<file path="src/rtl/seq_det_sched.sv">
// ============================================================================
//  Module      : seq_det_sched
//  Description : Round-robin scheduler that grants one of four serial
//                requesters a whole frame and counts pattern matches in it.
//  Revision    : 1.0 - initial release
// ============================================================================
`default_nettype none

module seq_det_sched #(
    parameter int N_REQ = 4,
    parameter int PAT_W = 8
) (
    input  logic                     clk,
    input  logic                     rst,
    input  logic                     cfg_we,
    input  logic [PAT_W-1:0]         cfg_pattern,
    input  logic [3:0]               cfg_len,
    input  logic [N_REQ-1:0]         req,
    input  logic [N_REQ-1:0]         din,
    input  logic [N_REQ-1:0]         last,
    output logic [N_REQ-1:0]         gnt,
    output logic                     busy,
    output logic                     hit,
    output logic                     done,
    output logic [$clog2(N_REQ)-1:0] done_id,
    output logic [7:0]               hit_cnt,
    output logic                     cfg_err
);

    localparam int ID_W = $clog2(N_REQ);
    localparam int NB_W = $clog2(PAT_W + 1);

    localparam logic [1:0] S_IDLE = 2'd0;
    localparam logic [1:0] S_RUN  = 2'd1;
    localparam logic [1:0] S_DONE = 2'd2;

    localparam logic [PAT_W-1:0] PAT_RST = 8'b0001_1010;
    localparam logic [3:0]       LEN_RST = 4'd5;

    logic [1:0]       state_q,   state_d;
    logic [ID_W-1:0]  rr_ptr_q,  rr_ptr_d;
    logic [ID_W-1:0]  id_q,      id_d;
    logic [PAT_W-1:0] sr_q,      sr_d;
    logic [NB_W-1:0]  nbits_q,   nbits_d;
    logic [7:0]       cnt_q,     cnt_d;
    logic [PAT_W-1:0] pat_q,     pat_d;
    logic [3:0]       len_q,     len_d;
    logic             hit_q,     hit_d;
    logic             cfg_err_q, cfg_err_d;
    logic [ID_W-1:0]  done_id_q, done_id_d;
    logic [7:0]       hit_cnt_q, hit_cnt_d;

    logic [ID_W-1:0]  w_win;
    logic             w_any;
    logic [3:0]       w_len_eff;
    logic [PAT_W-1:0] w_mask;
    logic [PAT_W-1:0] w_sr_shift;
    logic [NB_W-1:0]  w_nbits_inc;
    logic             w_match;
    logic             w_consume;
    logic [7:0]       w_cnt_next;

    // Round-robin search starting at rr_ptr; the 2-bit index wraps naturally.
    always_comb begin
        logic             found;
        logic [ID_W-1:0]  idx;
        found = 1'b0;
        w_win = rr_ptr_q;
        idx   = rr_ptr_q;
        for (int k = 0; k < N_REQ; k++) begin
            idx = rr_ptr_q + ID_W'(k);
            if (!found && req[idx]) begin
                found = 1'b1;
                w_win = idx;
            end
        end
    end

    assign w_any = |req;

    // Lengths beyond the shift register clamp to its width.
    assign w_len_eff = (len_q > 4'(PAT_W)) ? 4'(PAT_W) : len_q;

    always_comb begin
        w_mask = '0;
        for (int b = 0; b < PAT_W; b++) begin
            w_mask[b] = (NB_W'(b) < NB_W'(w_len_eff));
        end
    end

    assign w_consume   = (state_q == S_RUN) && req[id_q];
    assign w_sr_shift  = {sr_q[PAT_W-2:0], din[id_q]};
    assign w_nbits_inc = (nbits_q == NB_W'(PAT_W)) ? nbits_q : nbits_q + NB_W'(1);
    assign w_match     = (w_len_eff != 4'd0)
                      && (w_nbits_inc >= NB_W'(w_len_eff))
                      && (((w_sr_shift ^ pat_q) & w_mask) == '0);
    assign w_cnt_next  = (w_match && (cnt_q != 8'hFF)) ? cnt_q + 8'd1 : cnt_q;

    always_comb begin
        state_d   = state_q;
        rr_ptr_d  = rr_ptr_q;
        id_d      = id_q;
        sr_d      = sr_q;
        nbits_d   = nbits_q;
        cnt_d     = cnt_q;
        pat_d     = pat_q;
        len_d     = len_q;
        hit_d     = 1'b0;
        cfg_err_d = 1'b0;
        done_id_d = done_id_q;
        hit_cnt_d = hit_cnt_q;
        case (state_q)
            S_IDLE: begin
                if (cfg_we) begin
                    pat_d = cfg_pattern;
                    len_d = cfg_len;
                end
                if (w_any) begin
                    state_d  = S_RUN;
                    id_d     = w_win;
                    rr_ptr_d = w_win + ID_W'(1);
                    sr_d     = '0;
                    nbits_d  = '0;
                    cnt_d    = '0;
                end
            end
            S_RUN: begin
                cfg_err_d = cfg_we;
                if (w_consume) begin
                    sr_d    = w_sr_shift;
                    nbits_d = w_nbits_inc;
                    hit_d   = w_match;
                    cnt_d   = w_cnt_next;
                    // Snapshot includes a match on the final bit.
                    if (last[id_q]) begin
                        state_d   = S_DONE;
                        done_id_d = id_q;
                        hit_cnt_d = w_cnt_next;
                    end
                end
            end
            S_DONE: begin
                cfg_err_d = cfg_we;
                state_d   = S_IDLE;
            end
            default: state_d = S_IDLE;
        endcase
    end

    always_ff @(posedge clk or posedge rst) begin
        if (rst) begin
            state_q   <= S_IDLE;
            rr_ptr_q  <= '0;
            id_q      <= '0;
            sr_q      <= '0;
            nbits_q   <= '0;
            cnt_q     <= '0;
            pat_q     <= PAT_RST;
            len_q     <= LEN_RST;
            hit_q     <= 1'b0;
            cfg_err_q <= 1'b0;
            done_id_q <= '0;
            hit_cnt_q <= '0;
        end else begin
            state_q   <= state_d;
            rr_ptr_q  <= rr_ptr_d;
            id_q      <= id_d;
            sr_q      <= sr_d;
            nbits_q   <= nbits_d;
            cnt_q     <= cnt_d;
            pat_q     <= pat_d;
            len_q     <= len_d;
            hit_q     <= hit_d;
            cfg_err_q <= cfg_err_d;
            done_id_q <= done_id_d;
            hit_cnt_q <= hit_cnt_d;
        end
    end

    // Grant derives from registered state only, so reset removes it at once.
    always_comb begin
        gnt = '0;
        if (state_q == S_RUN) begin
            gnt[id_q] = 1'b1;
        end
    end

    assign busy    = (state_q != S_IDLE);
    assign done    = (state_q == S_DONE);
    assign hit     = hit_q;
    assign cfg_err = cfg_err_q;
    assign done_id = done_id_q;
    assign hit_cnt = hit_cnt_q;

endmodule

`default_nettype wire
</file>
<file path="config.mk">
export PLATFORM = sky130hd
export DESIGN_NAME = seq_det_sched
export DESIGN_NICKNAME = d
export VERILOG_FILES = /design/src/rtl/seq_det_sched.sv
export SDC_FILE = /design/constraint.sdc
export NUM_CORES = 1
export LEC_CHECK = 0
export BUFFER_PORTS_ARGS = -buffer_cell sky130_fd_sc_hd__buf_2
export CORE_AREA = 4 4 94 96
export CTS_BUF_LIST = sky130_fd_sc_hd__clkbuf_4
export DETAILED_ROUTE_END_ITERATION = 7
export DIE_AREA = 0 0 98 100
export PLACE_DENSITY = 0.53
export REMOVE_ABC_BUFFERS = 1
export SLEW_MARGIN = 10
export SYNTH_ARGS = -nofsm -noshare
export SYNTH_HDL_FRONTEND = slang
export SYNTH_SLANG_ARGS = --single-unit
</file>
<file path="constraint.sdc">
create_clock -name clk -period 2.7 [get_ports clk]
set_clock_uncertainty 0.2 [all_clocks]
set_input_delay 0.27 -clock clk [delete_from_list [all_inputs] [get_ports clk]]
set_output_delay 0.27 -clock clk [all_outputs]
set_load 0.03 [all_outputs]
</file>
==> results_dict.tcl <==
set metrics [dict create \
    hold_viol 0 \
    hpwl_um 4660 \
    area_growth_pct 27.0 \
    synth-edff-count 0 \
    clock_latency_ns 0.37 \
    power_leakage_uw 0.00164 \
    dr_total_vias 2271 \
    r2r_setup_slack_ns 0.08 \
    cts_tree "done" \
    grt_max_degree 29 \
    setup_ws_ns 0.0764 \
    worstPathMaxFanout 4 \
    ys_ff_latch 49 \
    clkTransAtPathRegs_ns 0.16 \
    drcViolationCount 0 \
    multi_input_area_sq_mm 0.00150 \
    initial_core_util_pct 34.2 \
    dp_slack_ns -0.0668 \
    syn_avg_cell_area_sq_um 9.80 \
    grt_overflow_total 0 \
    min_period_ns 2.62 \
    core-area_sq_mm 0.00805 \
    grt_pass1_wl_um 10600 \
    ys_warn_count 0 \
    cts-root-buf "clkbuf_4" \
    path_class "reg2reg" \
    die_h_um 100 \
    clock.fmax_ghz 0.381 \
    grt_usage_pct 13.2 \
    yosysSeqAreaShare_pct 44.8 \
    cap_violations 0 \
    netlist_area_sq_mm 0.00275 \
    drt_pass1_iterations 4 \
    cp-start-kind "flip-flop" \
    p_per_area_mw_per_mm2 976 \
    rr_worst_depth 13 \
    async_reset_ff_share_pct 100 \
    antenna_found_initial 0 \
    drtIter0Drc 62 \
    insertedDiodeCount 0 \
    synthDistinctLibCells 51 \
    setup_viol 0 \
    cts.sinks 49 \
    ant_nets 0 \
    grt_pass1_vias 2234 \
    rsz0062_at_grt "yes" \
    layout.nets 394 \
    fillers 808 \
    max-slew-margin-rel_pct 60.8 \
    gp_congestion 0.775 \
    reg2reg_to "hit_cnt[1]" \
    cts_max_level 2 \
    layout-drive-gt1-share_pct 32.4 \
    min_to "state_q[1]" \
    worst_slew_pin_slew_ns 0.587 \
    seq_area_sq_mm 0.00123 \
    synth_ff_type "dfrtp_1" \
    dieArea_sq_mm 0.00980 \
    critPathCaptureType "flip-flop" \
    r2r_start "nbits_q[1]" \
    cts_buffers 5 \
    syn_inst 281 \
    min_path_type "in2reg" \
    hold_slack_ns 0.146 \
    die_w_um 98 \
    io_buffers 44 \
    hold-path-cell-count 4 \
    hp-start "req[1]" \
    clockBufferDepth 2 \
    viasPerCell 4.90 \
    core.rowCount 33 \
    wl_um 6360 \
    top_level_ports 45 \
    final.period_utilization_pct 97.2 \
    status "completed" \
    wl_per_cell_um 13.7 \
    crit_arrival_ns 2.69 \
    irDropWorstVdd_uv 519 \
    required_ns 2.77 \
    slew_violations 0 \
]
[through the flow]
step / util [%] / area [sq um] / total power, uW / setup TNS, ns / cells
global placement: 39.5 / 3180 / 2860 / 0 / 438
floorplan: - / 2690 / 2310 / -0.0331 / 270
detailed placement: 39.5 / 3180 / 2890 / -0.129 / 438
global route: 43.4 / 3490 / 3700 / -0.0529 / 463
finish: 43.4 / 3490 / 3410 / 0 / 463
CTS: 42.1 / 3390 / 3300 / 0 / 460
[worst max-delay path: stages (launching register included)]
cell,delay (ns)
dfrtp_1,0.43
inv_2,0.08
ha_4,0.14
nand2_4,0.06
nor2_4,0.12
xnor2_2,0.13
ha_1,0.25
nand2b_4,0.15
a211oi_4,0.24
o21bai_4,0.13
nand4_1,0.17
buf_4,0.15
mux2i_1,0.18
o21ai_1,0.09
[per-layer routing]
metal / vias to the layer above / part of all wire (%) / global-route usage (%)
met5: - / 0 / 0
met4: 0 / 1.5 / 3.83
met2: 35 / 47 / 21.5
li1: 1150 / - / -
met1: 1079 / 49 / 18.0
met3: 7 / 3.1 / 2.36
[how the worst max path moves through the flow]
| stage | endpoint | start | cells after the start |
|---|---|---|---|
| detailed placement | cnt_q[6] | nbits_q[0] | 12 |
| finish | hit_cnt[1] | nbits_q[1] | 13 |
| floorplan | cnt_q[0] | id_q[0] | 5 |
| global route | hit_cnt[1] | nbits_q[0] | 13 |
| CTS | cnt_q[6] | nbits_q[0] | 9 |
| global placement | cnt_q[6] | nbits_q[0] | 12 |
[power breakdown]
part | internal (uW) | total (uW) | switching (uW)
logic | 847 | 1890 | 1040
clock network | 104 | 358 | 255
registers | 978 | 1160 | 186
total | 1930 | 3410 | 1480
[cells in the mapped netlist (all sizes together) (4+ instances only)]
master	n	area (sq um)
ha	10	125
mux2	14	158
o21ai	12	60.1
a31oi	4	25.0
nand2	50	188
dfrtp	44	1100
inv	12	45.0
clkbuf	8	40.0
dfstp	5	131
xor2	5	43.8
xnor2	8	70.1
a21oi	6	30.0
nor2	15	56.3
nor3	5	25.0
nor2b	6	37.5
o211ai	5	37.5
or4	5	37.5
nand3	18	95.1
a21o	5	40.0
[final cells by class]
type	instances	share of cell area [%]
clock inverters	3	0.609
inverters	12	1.29
multi-input cells	209	43.0
repair buffers	80	15.0
clock buffers	5	1.07
flip-flops and latches	49	35.3
well taps	105	3.76
[registers in the layout, indices dropped and copies added, names as in the netlist]
name	flops
hit	1
nbits_q	4
done_id	2
rr_ptr_q	2
cnt_q	8
state_q	2
len_q	4
hit_cnt	8
pat_q	8
sr_q	7
id_q	2
cfg_err	1
[logic make-up after synthesis]
logic type | share of synthesized area [%]
AO/OA/AOI/OAI | 12.2
XOR/XNOR | 4.14
adder cells (fa/ha/maj) | 4.55
buffers and inverters | 4.05
flip-flops | 44.8
multiplexers | 9.18
AND/OR/NAND/NOR | 21.1
[placed cells by master (no fill, tap or decap), types with 3 or more instances in the layout]
cell type / instances
clkbuf_4: 5
inv_2: 3
ha_1: 8
o31ai_1: 3
nor3b_1: 3
nor2_1: 14
a21oi_1: 6
dlygate4sd3_1: 14
xor2_1: 5
nand2_1: 49
dfstp_2: 5
inv_1: 9
a21o_1: 3
nor3_1: 5
nor2b_1: 6
xnor2_1: 7
o21ai_1: 3
o21ai_0: 9
a31oi_1: 4
dfrtp_1: 44
o211ai_1: 5
mux2_2: 14
or4_1: 5
buf_2: 44
nand3_1: 17
buf_4: 22
[timing repair]
item / 4_1_cts / 5_1_grt
hold buffers: 14 / 0
hold endpoints to repair: 34 / 0
pin swaps: 2 / 11
resized for setup: 2 / 19
setup endpoints to repair: 9 / 14
buffers inserted: 0 / 3
Power figures use the tool's default switching activity.
